$ cat src/rtl/redund_ctrl.sv
// Dual-redundancy failover controller: debounces link status, arbitrates port select and
// defers switchovers to frame boundaries. Optional auto-revert to port 1 via REDUND_REVERT_EN.
module redund_ctrl #(
  parameter int DEBOUNCE_CYCLES = 125000,
  parameter int GUARD_CYCLES    = 1250,
  parameter int MAX_PEND_CYCLES = 250000,
  parameter int REVERT_CYCLES   = 1250000
) (
  input  logic        clk,
  input  logic        rst,
  input  logic        link1,
  input  logic        link2,
  input  logic        busy,
  input  logic        force_en,
  input  logic        force_sel,
  output logic        select,
  output logic        sw_evt,
  output logic [1:0]  state,
  output logic [1:0]  link_db,
  output logic [15:0] switch_cnt
);

  localparam int DB_W   = $clog2(DEBOUNCE_CYCLES + 1);
  localparam int PEND_W = $clog2(MAX_PEND_CYCLES + 1);
  localparam int GRD_W  = $clog2(GUARD_CYCLES + 1);

  typedef enum logic [1:0] {
    ST_P1    = 2'b00,
    ST_P2    = 2'b01,
    ST_PEND  = 2'b10,
    ST_GUARD = 2'b11
  } state_t;

  state_t            state_q, state_d;
  logic [DB_W-1:0]   db_cnt [2];
  logic [PEND_W-1:0] pend_cnt;
  logic [GRD_W-1:0]  guard_cnt;
  logic [1:0]        raw;
  logic              want;
  logic              do_switch;
  logic              rev_hit;

  assign raw   = {link2, link1};
  assign state = state_q;

  // Debounce: debounced level follows raw only after DEBOUNCE_CYCLES consecutive differing edges.
  always_ff @(posedge clk) begin
    if (rst) begin
      link_db <= '0;
      for (int unsigned i = 0; i < 2; i++) db_cnt[i] <= '0;
    end else begin
      for (int unsigned i = 0; i < 2; i++) begin
        if (raw[i] == link_db[i]) begin
          db_cnt[i] <= '0;
        end else if (db_cnt[i] == DB_W'(DEBOUNCE_CYCLES - 1)) begin
          link_db[i] <= raw[i];
          db_cnt[i]  <= '0;
        end else begin
          db_cnt[i] <= db_cnt[i] + 1'b1;
        end
      end
    end
  end

`ifdef REDUND_REVERT_EN
  localparam int REV_W = $clog2(REVERT_CYCLES + 1);
  logic [REV_W-1:0] rev_cnt;

  assign rev_hit = (rev_cnt == REV_W'(REVERT_CYCLES - 1));

  always_ff @(posedge clk) begin
    if (rst || do_switch || !(select && !force_en && link_db[0])) begin
      rev_cnt <= '0;
    end else if (!rev_hit) begin
      rev_cnt <= rev_cnt + 1'b1;
    end
  end
`else
  assign rev_hit = 1'b0 && (REVERT_CYCLES > 0);
`endif

  always_comb begin
    want = select;
    if (force_en) begin
      want = force_sel;
    end else if (!select) begin
      if (!link_db[0] && link_db[1]) want = 1'b1;
    end else begin
      if ((!link_db[1] && link_db[0]) || rev_hit) want = 1'b0;
    end
  end

  always_comb begin
    state_d   = state_q;
    do_switch = 1'b0;
    unique case (state_q)
      ST_P1, ST_P2: begin
        if (want != select) state_d = ST_PEND;
      end
      ST_PEND: begin
        // A cancelled request wins over a boundary or timeout on the same edge.
        if (want == select) begin
          state_d = select ? ST_P2 : ST_P1;
        end else if (!busy || pend_cnt == PEND_W'(MAX_PEND_CYCLES - 1)) begin
          do_switch = 1'b1;
          state_d   = ST_GUARD;
        end
      end
      ST_GUARD: begin
        if (guard_cnt == GRD_W'(GUARD_CYCLES - 1)) state_d = select ? ST_P2 : ST_P1;
      end
    endcase
  end

  always_ff @(posedge clk) begin
    if (rst) begin
      state_q    <= ST_P1;
      pend_cnt   <= '0;
      guard_cnt  <= '0;
      select     <= 1'b0;
      sw_evt     <= 1'b0;
      switch_cnt <= '0;
    end else begin
      state_q   <= state_d;
      pend_cnt  <= (state_q == ST_PEND && state_d == ST_PEND) ? pend_cnt + 1'b1 : '0;
      guard_cnt <= (state_q == ST_GUARD && state_d == ST_GUARD) ? guard_cnt + 1'b1 : '0;
      select    <= select ^ do_switch;
      sw_evt    <= do_switch;
      if (do_switch && switch_cnt != 16'hFFFF) switch_cnt <= switch_cnt + 16'd1;
    end
  end

endmodule
$ cat config.mk
export PLATFORM = sky130hd
export DESIGN_NAME = redund_ctrl
export DESIGN_NICKNAME = d
export VERILOG_FILES = /design/src/rtl/redund_ctrl.sv
export SDC_FILE = /design/constraint.sdc
export NUM_CORES = 1
export LEC_CHECK = 0
export CORE_MARGIN = 4
export CORE_UTILIZATION = 52
export DETAILED_ROUTE_END_ITERATION = 12
export HOLD_SLACK_MARGIN = 0.02
export PLACE_DENSITY = 0.77
export RECOVER_POWER = 50
export SLEW_MARGIN = 20
export SYNTH_ARGS = -nofsm -noshare
export SYNTH_HDL_FRONTEND = slang
export SYNTH_SLANG_ARGS = --single-unit
export TNS_END_PERCENT = 20
$ cat constraint.sdc
create_clock -name clk -period 2.5 [get_ports clk]
set_clock_uncertainty 0.1 [all_clocks]
set_input_delay 0.5 -clock clk [delete_from_list [all_inputs] [get_ports clk]]
set_output_delay 0.5 -clock clk [all_outputs]
set_load 0.05 [all_outputs]
==> results.ini <==
[routing]
via_count = 3275
drt_iter0_drc = 123
antenna_left = 0
via_per_inst = 5.198
wl_per_cell_um = 12.82
first_pass_iters = 4
routed_wl_mm = 8.076
drc_errors = 0

[synthesis]
synth.avg_cell_area_um2 = 9.363
ys_ff_latch = 85
seq_area_frac_synth_pct = 48.57
synth_flop_cell = dfxtp_1
synth_xor_area_share_pct = 11.88
synth_cells = 449
synth-adder-area-share_pct = 1.786
yosysWarnings = 0
synth_area_leaders = dfxtp_1 24%, edfxtp_1 24%, nor2_1 7.5%
synth-simple-area-share_pct = 27.20
synth_area_leader_cell = dfxtp_1
synthArstFlopShare_pct = 0
synth_top_family_by_area = simple AND/OR/NAND/NOR gates
synth_top_area_share_pct = 24.29
synth_compound_area_share_pct = 6.369
ys_types = 44
synth_edf_count = 34
synth_mux_area_share_pct = 1.250
syn_area_um2 = 4204

[clock_network]
clk_pin_slew_ps = 80
insertion_delay_ps = 340
cts_buffers = 9
root_buffer = clkbuf_8
cts_tree = done
cts_sinks = 85
cts_setup_buffers = 0
htreeDepth = 3
clockBufferDepth = 2

[min_path]
worstHoldPathType = reg -> reg
hp-start = pend_cnt[0]

[setup_path]
r2r_start = pend_cnt[13]
cp_cell_sequence = nor4b_1 > nand3_1 > o41a_1 > buf_12 > or4_1 > a21oi_1
crit_path_start_kind = register
crit_buf_inv = 1
crit_slowest_cell = o41a_1
critPathRequiredTime_ps = 2670
critPathMaxStageDelay_ps = 570
cp-end-kind = register
crit_path_start = pend_cnt[13]
critical_path_class = reg -> reg
crit_fanout = 20
crit_family = simple AND/OR/NAND/NOR gates
arrival_ps = 2590

[floorplan]
io_pins = 29
core_um2 = 7807
die_area_um2 = 9587
rows = 32
dieHeight_um = 97.92
start_util_pct = 53.85
die_w_um = 97.92

[power]
p_per_area_nw_per_um2 = 542.5
p_leak_nw = 1.717
irDropWorstVdd_mv = 0.4169
total_power_w = 0.002748

[final_layout]
nNetsFinal = 536
fin_util_pct = 64.89
layout-drive-gt1-share_pct = 8.333
multi_input_area_um2 = 2186
fillCellCount = 649
seq_area_um2 = 2051
design_area_um2 = 5066
diodes = 0
area_growth_pct = 20.51

[job]
drv_cap = 0

[sta]
max-slew-margin-rel_pct = 62.82
setup_violations = 0
tightest_slew_ps = 557.8
rsz0062_at_grt = false
finalCriticalPeriod_ps = 2421
setup_ws_ps = 79.29
finalHoldViolations = 0
max_freq_mhz = 413.1
slew_violations = 0
fin_crit_sh_pct = 96.83

[global_routing]
globalRoute.totalOverflow = 0
grt_pass1_vias = 3204
track_usage_pct = 17.60
antenna_found_initial = 0
grt_max_degree = 28
grt_pass1_wl_mm = 14.03

[place]
gp_congestion = 0.8042
placedInstanceArea_um2 = 4833
portBuffers = 28
post-place-ws_ps = -339.8
dpl.hpwl_mm = 5.863

[outcome]
status = finished, final reports clean

-- where the power goes --
part	total [W]	switching, W	internal [W]
clock network	0.00112	0.000464	0.000655
registers	0.00151	0.0000335	0.00147
logic	0.000122	0.0000701	0.0000518
total	0.00275	0.000568	0.00218
-- logic make-up (layout without fill, tap and decap cells) --
| group | count (synthesis) | after routing |
|---|---|---|
| simple gates | 227 | 227 |
| flops | 85 | 85 |
| compound gates | 39 | 39 |
| fa+ha+maj | 6 | 6 |
| other cells | 1 | 34 |
| xor+xnor | 57 | 57 |
| buf+inv | 29 | 75 |
| mux | 5 | 5 |
-- path summary, 6_finish.rpt --
path                        end  slack [ps]  cells past startpoint
setup reg to reg  switch_cnt[5]          80                      6
hold reg to reg     pend_cnt[0]         350                      1
hold / removal      pend_cnt[0]         350                      1
setup / recovery  switch_cnt[5]          80                      6
-- Yosys cell counts, types with 4 or more instances --
cell,count
nor2_1,84
dfxtp_1,51
edfxtp_1,34
nand3_1,33
xnor2_1,33
nand2_1,25
xor2_1,24
a21oi_1,16
nor3_1,15
or4_1,14
inv_1,13
and3_1,12
clkbuf_1,12
o31ai_1,11
nand4_1,10
ha_1,6
nor4b_1,5
nand2b_1,4
nor2b_1,4
or3_1,4
-- flip-flops by register name, indices dropped and copies added (netlist names) --
signal and flops:
link_db 2, pend_cnt 18, switch_cnt 16, guard_cnt 11, sw_evt 1, db_cnt 34
select 1, state 2
-- per-stage QoR --
step	hold WS (ps)	cells	TNS, ps
finish	346.9	630	0
CTS	348.6	630	0
floorplan	313.2	482	-8.059
detailed placement	337.7	614	-8905
global placement	324.7	614	-6687
global route	388.7	630	0
-- cell type report --
class | instances | share of cell area, %
Timing Repair Buffer | 46 | 8.224
Multi-Input combinational cell | 368 | 43.15
Clock inverter | 3 | 1.284
Tap cell | 102 | 2.519
Inverter | 13 | 0.9632
Clock buffer | 13 | 3.384
Sequential cell | 85 | 40.48
-- per-layer routing --
layer	track usage [%]	vias up	part of all wire, %
li1	-	1703	-
met1	20.68	1523	43
met2	31.78	38	53
met3	2.571	11	2.3
met4	7.561	0	1.3
met5	0	-	0
-- cells in the final DEF (no fill, tap or decap), types with 11 or more instances in the layout --
cell	n
nor3_1	15
nand2_1	25
xor2_1	24
and3_1	12
conb_1	34
nor2_1	84
inv_1	13
xnor2_1	33
or4_1	14
buf_4	13
nand3_1	33
edfxtp_1	34
dlygate4sd3_1	17
o31ai_1	11
a21oi_1	16
dfxtp_1	44
-- what timing repair did --
| action | in CTS | in global routing |
|---|---|---|
| endpoints found under the hold margin | 0 | 0 |
| resized for setup | 0 | 4 |
| hold buffers | 0 | 0 |
| endpoints found under the setup margin | 0 | 28 |
No activity file was read; power rests on OpenSTA's default activity.
